--- config.mk ---
export PLATFORM = sky130hd
export DESIGN_NAME = grouped_merge_bank_flat
export DESIGN_NICKNAME = d
export VERILOG_FILES = /design/src/rtl/grouped_merge_bank_if.sv /design/src/rtl/grouped_merge_bank.sv /design/src/flat_wrapper.sv
export SDC_FILE = /design/constraint.sdc
export NUM_CORES = 1
export LEC_CHECK = 0
export CAP_MARGIN = 20
export CORE_MARGIN = 4
export CORE_UTILIZATION = 30
export DETAILED_ROUTE_END_ITERATION = 16
export DONT_BUFFER_PORTS = 1
export PLACE_DENSITY = 0.49
export SYNTH_ARGS = -nofsm -noshare
export SYNTH_HDL_FRONTEND = slang
export SYNTH_SLANG_ARGS = --single-unit
--- constraint.sdc ---
create_clock -name clk -period 1.3 [get_ports clk]
set_input_delay 0.13 -clock clk [delete_from_list [all_inputs] [get_ports clk]]
set_output_delay 0.13 -clock clk [all_outputs]
set_load 0.02 [all_outputs]
--- src/rtl/grouped_merge_bank_if.sv ---
// Handshake/data bundle for grouped_merge_bank: load/hold requests, counter clear,
// bank contents, clock-gate enables and activity outputs.
interface grouped_merge_bank_if #(
  parameter int WIDTH = 16,
  parameter int CNT_W = 8
);
  logic             valid;
  logic             last;
  logic             cnt_clr;
  logic [WIDTH-1:0] in;
  logic [WIDTH-1:0] out;
  logic [1:0]       cg_en;
  logic             upd;
  logic [CNT_W-1:0] act_cnt;

  modport master (output valid, last, cnt_clr, in,
                  input  out, cg_en, upd, act_cnt);
  modport slave  (input  valid, last, cnt_clr, in,
                  output out, cg_en, upd, act_cnt);
endinterface

--- src/rtl/grouped_merge_bank.sv ---
// Grouped register bank: load, per-group leader broadcast or hold under one merged enable.
// Build option GROUPED_MERGE_FORCE_SENA_EN: leader gate enable follows the merged enable.

module grouped_merge_grp #(
  parameter int GRP_W = 4,
  parameter int LIDX  = 3
) (
  input  logic             clk,
  input  logic             rst,
  input  logic             valid,
  input  logic             men,
  input  logic [GRP_W-1:0] d,
  output logic [GRP_W-1:0] q
);
  // Broadcast reads the pre-edge leader, so there is no chaining between groups.
  always_ff @(posedge clk) begin
    if (rst)        q <= '0;
    else if (valid) q <= d;
    else if (men)   q <= {GRP_W{q[LIDX]}};
  end
endmodule

module grouped_merge_bank #(
  parameter int WIDTH      = 16,
  parameter int GRP_W      = 4,
  parameter bit LEADER_MSB = 1'b1,
  parameter int CNT_W      = 8
) (
  input  logic                clk,
  input  logic                rst,
  grouped_merge_bank_if.slave bus
);
  localparam int GROUPS = WIDTH / GRP_W;
  localparam int LIDX   = LEADER_MSB ? GRP_W - 1 : 0;

  if (WIDTH % GRP_W != 0) begin : g_bad_cfg
    $error("grouped_merge_bank: WIDTH must be a multiple of GRP_W");
  end

  logic                          men;
  logic [GROUPS-1:0][GRP_W-1:0]  din;
  logic [GROUPS-1:0][GRP_W-1:0]  q;
  logic                          upd_q;
  logic [CNT_W-1:0]              cnt_q;

  assign men = bus.valid | ~bus.last;
  assign din = bus.in;

  for (genvar g = 0; g < GROUPS; g++) begin : g_grp
    grouped_merge_grp #(.GRP_W(GRP_W), .LIDX(LIDX)) u_grp (
      .clk   (clk),
      .rst   (rst),
      .valid (bus.valid),
      .men   (men),
      .d     (din[g]),
      .q     (q[g])
    );
  end

  always_ff @(posedge clk) begin
    upd_q <= men & ~rst;
    if (rst || bus.cnt_clr)         cnt_q <= '0;
    else if (men && cnt_q != '1)    cnt_q <= cnt_q + 1'b1;
  end

`ifdef GROUPED_MERGE_FORCE_SENA_EN
  // One shared condition lets synthesis build a single gate for the whole bank.
  assign bus.cg_en = rst ? 2'b00 : {men, men};
`else
  assign bus.cg_en = rst ? 2'b00 : {men, bus.valid};
`endif

  assign bus.out     = q;
  assign bus.upd     = upd_q;
  assign bus.act_cnt = cnt_q;
endmodule

--- src/flat_wrapper.sv ---
// flat-port wrapper written by rule: the top's interface ports become plain ports
module grouped_merge_bank_flat 
#(
  parameter int WIDTH      = 16,
  parameter int GRP_W      = 4,
  parameter bit LEADER_MSB = 1'b1,
  parameter int CNT_W      = 8
)
  (clk, rst, bus_valid, bus_last, bus_cnt_clr, bus_in, bus_out, bus_cg_en, bus_upd, bus_act_cnt);
  grouped_merge_bank_if #(.WIDTH(WIDTH), .CNT_W(CNT_W)) bus_i ();
  input  logic clk;
  input  logic rst;
  input wire logic [$bits(bus_i.valid)-1:0] bus_valid;
  input wire logic [$bits(bus_i.last)-1:0] bus_last;
  input wire logic [$bits(bus_i.cnt_clr)-1:0] bus_cnt_clr;
  input wire logic [$bits(bus_i.in)-1:0] bus_in;
  output wire logic [$bits(bus_i.out)-1:0] bus_out;
  output wire logic [$bits(bus_i.cg_en)-1:0] bus_cg_en;
  output wire logic [$bits(bus_i.upd)-1:0] bus_upd;
  output wire logic [$bits(bus_i.act_cnt)-1:0] bus_act_cnt;
  assign bus_i.valid = bus_valid;
  assign bus_i.last = bus_last;
  assign bus_i.cnt_clr = bus_cnt_clr;
  assign bus_i.in = bus_in;
  assign bus_out = bus_i.out;
  assign bus_cg_en = bus_i.cg_en;
  assign bus_upd = bus_i.upd;
  assign bus_act_cnt = bus_i.act_cnt;
  grouped_merge_bank #(.WIDTH(WIDTH), .GRP_W(GRP_W), .LEADER_MSB(LEADER_MSB), .CNT_W(CNT_W)) u_core (.clk(clk), .rst(rst), .bus(bus_i));
endmodule
==> impl_summary.txt <==
----------------------------------------------------
[Clock tree]
  Maximum clock path buffer count ... 2
  Clk root buf ... sky130_fd_sc_hd__clkbuf_4
  Clock tree from TritonCTS ... built
  Number of buffers inserted during clock tree synthesis ... 3
  Clock latency at the later pin of the worst-skew pair ... 320 ps
  H-tree depth ... 1
  Clock-pin transition on the worst setup and hold timing paths ... roughly 160 ps
  CTS Sinks ... 25

[Job]
  Max cap viols ... 0

[Floorplanning]
  Die boundary width ... a little under 70 um
  Core Area ... about 3400 um^2
  Die Outline Area ... between 4000 and 5000 um^2
  Number of placement rows ... 21
  Initial Util ... a little under a third
  I/O pin cnt ... 48
  DIE HEIGHT ... between 60 and 70 um

[Drt]
  Number of optimization iterations in the first detailed-route pass ... 4
  DRC Markers ... 0
  Vias ... a little over 1,000
  Via/cell ratio ... about 4.9
  Routed Wire Length ... slightly above 3 mm
  Routed length per instance ... around 15 um
  Antenna-violating nets left ... 0
  Initial DRC count ... 34

[Layout]
  Post-route non-filler standard cell count ... 210
  Fin area ... 1500 um^2
  P&R area growth vs syn ... 39.5%
  Count of inserted antenna diode cells ... 0
  Count of nets after finishing ... roughly 190
  Share of layout cells above drive strength 1 ... 20.1%
  End-of-flow core utilization ... 44.3%

[Global route]
  Global-route wire length before repair ... between 4 and 5 mm
  Vias in the first global route ... 950
  Number of antenna violations at the first check in global routing ... 0
  Maximum number of pins on one net before global-route repair ... 19
  Overall track demand over capacity in global routing ... 14.1%
  Residual overflow from global routing ... 0

[Setup path]
  Critical path capture point type ... flip-flop
  Arr. time, crit path ... roughly 1600 ps
  Cell depth of the worst flop-to-flop path ... 4
  Required time at the endpoint of the critical path ... roughly 1600 ps
  Category of the critical setup timing path ... flip-flop to flip-flop
  R2R setup slack ... 4 ps
  Startpoint of the worst-slack reg-to-reg timing path ... u_core.bus.act_cnt[1]
  Worst-path maximum fanout ... 4
  Endpoint of the most critical register-to-register path ... u_core.bus.act_cnt[5]
  Startpoint types ... flip-flop

[Timing]
  Slew at the pin closest to its max-slew limit ... a little over 700 ps
  Period utilisation layout ... approximately 100%
  Final Hold Vio Count ... 0
  RSZ-0062 raised after global routing ... yes
  Max-slew violations ... 0
  Final Worst Setup Slack ... ~4.4 ps
  Worst slew slack as a fraction of its limit ... 52.9%
  Clock period minus final worst setup slack ... ~1300 ps
  Highest attainable clock frequency ... around 770 MHz
  Worst setup skew after layout ... about 13 ps
  Final Setup Violations ... 0

[Power and ir drop]
  Portion of total power attributed to sequential cells ... between 60 and 70%
  Logic gate share of total power ... a little over an eighth
  Clock group share of total power ... about a quarter
  Internal Dissipation ... between 1 and 1.5 mW
  Ratio of total power to cell area ... just over 900 nW/um^2
  Highest ir drop seen on vdd ... 521 uV
  Leakage power ... between 0.5 and 0.6 nW
  Net switching component of the power ... about 0.40 mW
  Final Power ... about 1.4 mW
  Net switching fraction of the power ... between 20 and 30%

[Logic synthesis]
  Post-Synthesis Mean Instance Area ... ~8 um^2
  Largest area contributor in the netlist ... sky130_fd_sc_hd__dfxtp_1
  Unique masters post-synth ... 29
  Main area contributors after synthesis ... sky130_fd_sc_hd__dfxtp_1 (46%), sky130_fd_sc_hd__a21oi_1 (13%), sky130_fd_sc_hd__nor2_1 (8.0%), sky130_fd_sc_hd__mux2i_1 (5.6%), sky130_fd_sc_hd__nand2_1 (5.2%)
  Most frequent cell after synthesis ... sky130_fd_sc_hd__a21oi_1
  Share of the synthesized area in the top cell type ... between 40% and 50%
  Count of synthesis-stage warnings from yosys ... 0
  Synth Instances ... 132
  Combined area of all synthesized cells ... about 1100 um^2
  Number of flops mapped to enable cells by yosys ... 0
  Dominant register cell in the synthesized netlist ... sky130_fd_sc_hd__dfxtp_1
  Sequential area share after synthesis ... 46.5%
  Most common library cells after synthesis ... sky130_fd_sc_hd__a21oi_1 (27), sky130_fd_sc_hd__dfxtp_1 (25), sky130_fd_sc_hd__nor2_1 (23)
  Flip-flop and latch count after synthesis ... 25
  Post-Synthesis Net Count ... 154
  Async set-or-reset flop fraction in the synthesized netlist ... 0%

[Hold path]
  Hold worst-path end ... u_core.g_grp[0].u_grp.q[1]
  Min-delay src ... bus_valid
  Worst hold-check path type ... primary input to flip-flop
  Worst Hold Path Cells ... 3

[Placed design]
  Cell area after placement ... 1230 um^2
  Minimum setup slack after placement ... -7.15 ps
  Inst Count DP ... approximately 180
  Count of buffers from port buffering ... 0
  Global placement routability congestion ... 0.813
  Estimated wirelength of the detail-placed design ... just under 2 mm

[Status]
  Run status ... completed

----------------------------------------------------
## registers in the layout, indices dropped and copies added, names as in the netlist
signal	cells
u_core.bus.upd	1
u_core.g_grp.u_grp.q	16
u_core.bus.act_cnt	8
## worst max path at each step
stage	from	endpoint	slack, ps	depth (start not counted)
2_1_floorplan	u_core.bus.act_cnt[1]	u_core.bus.act_cnt[6]	-20	5
3_3_place_gp	u_core.bus.act_cnt[0]	u_core.bus.act_cnt[5]	20	5
3_5_place_dp	u_core.bus.act_cnt[1]	u_core.bus.act_cnt[6]	-7	5
4_1_cts	u_core.bus.act_cnt[1]	u_core.bus.act_cnt[5]	20	4
5_1_grt	u_core.bus.act_cnt[3]	u_core.bus.act_cnt[1]	-90	4
6_report	u_core.bus.act_cnt[1]	u_core.bus.act_cnt[5]	4	4
## stage by stage
stage / setup TNS [ps] / hold WS (ps)
finish: 0 / 6.47
global placement: 0 / 205
floorplan: -24.1 / 274
detailed placement: -7.15 / 207
global route: -335 / 0.00164
CTS: 0 / 3.30
## area by class of cell
class                      instances  area (um^2)
inverter                           1         3.75
clock buffer                       3         22.5
fill                             341         1890
sequential                        25          513
multi-input combinational         98          581
tap                               46         57.6
timing repair buffer              36          320
clock inverter                     1         5.00
## what timing repair did
action                                 in CTS  in global routing
endpoints found under the hold margin      17                  3
resized for setup                           2                  3
hold buffers                               19                  1
pin swaps                                   2                  1
setup buffers                               3                  0
setup endpoints to repair                   3                  9
## worst max-delay path, stage by stage (launching register included)
cell and delay [ps]:
sky130_fd_sc_hd__dfxtp_4 400, sky130_fd_sc_hd__buf_4 120, sky130_fd_sc_hd__nand4_4 90, sky130_fd_sc_hd__or4_1 510, sky130_fd_sc_hd__a21oi_1 130
## placed cells by master, fill, tap and decap left out, drive strengths merged
master,count
buf,16
nor3,3
clkinv,1
and2,1
o21a,1
dlygate4sd3,20
or2,1
mux2i,6
a21oi,27
inv,1
nand2,15
nor4b,1
or4,1
o2111ai,1
o21ai,2
nand2b,5
nor2,23
nor2b,2
ha,1
dfxtp,25
xor2,2
nand4,2
o31ai,1
or3,1
nor4,1
nand3,1
clkbuf,3
## routing by layer
| layer | global-route usage (%) | up-vias | share of wire [%] |
|---|---|---|---|
| met2 | 22.7 | 28 | 48 |
| met4 | 4.71 | 0 | 0.74 |
| met1 | 17.9 | 483 | 44 |
| met5 | 0 | - | 0 |
| li1 | - | 513 | - |
| met3 | 4.27 | 2 | 7.4 |
## power groups by stage
stage | clock network, mW | registers [mW] | logic, mW
after floorplan | 0 | 0.878 | 0.103
after global routing | 0.415 | 0.862 | 0.204
after detailed placement | 0 | 0.874 | 0.114
final | 0.365 | 0.856 | 0.183
after global placement | 0 | 0.873 | 0.109
after CTS | 0.371 | 0.857 | 0.178
## logic make-up (layout without fill, tap and decap cells)
family	after synthesis	after routing	synth area share, %
buf+inv	9	41	3.25
fa+ha+maj	1	1	1.16
mux	6	6	5.58
flops	25	25	46.5
compound gates	32	32	15.7
xor+xnor	2	2	1.63
simple gates	57	57	26.2
No activity file was read; power rests on OpenSTA's default activity.
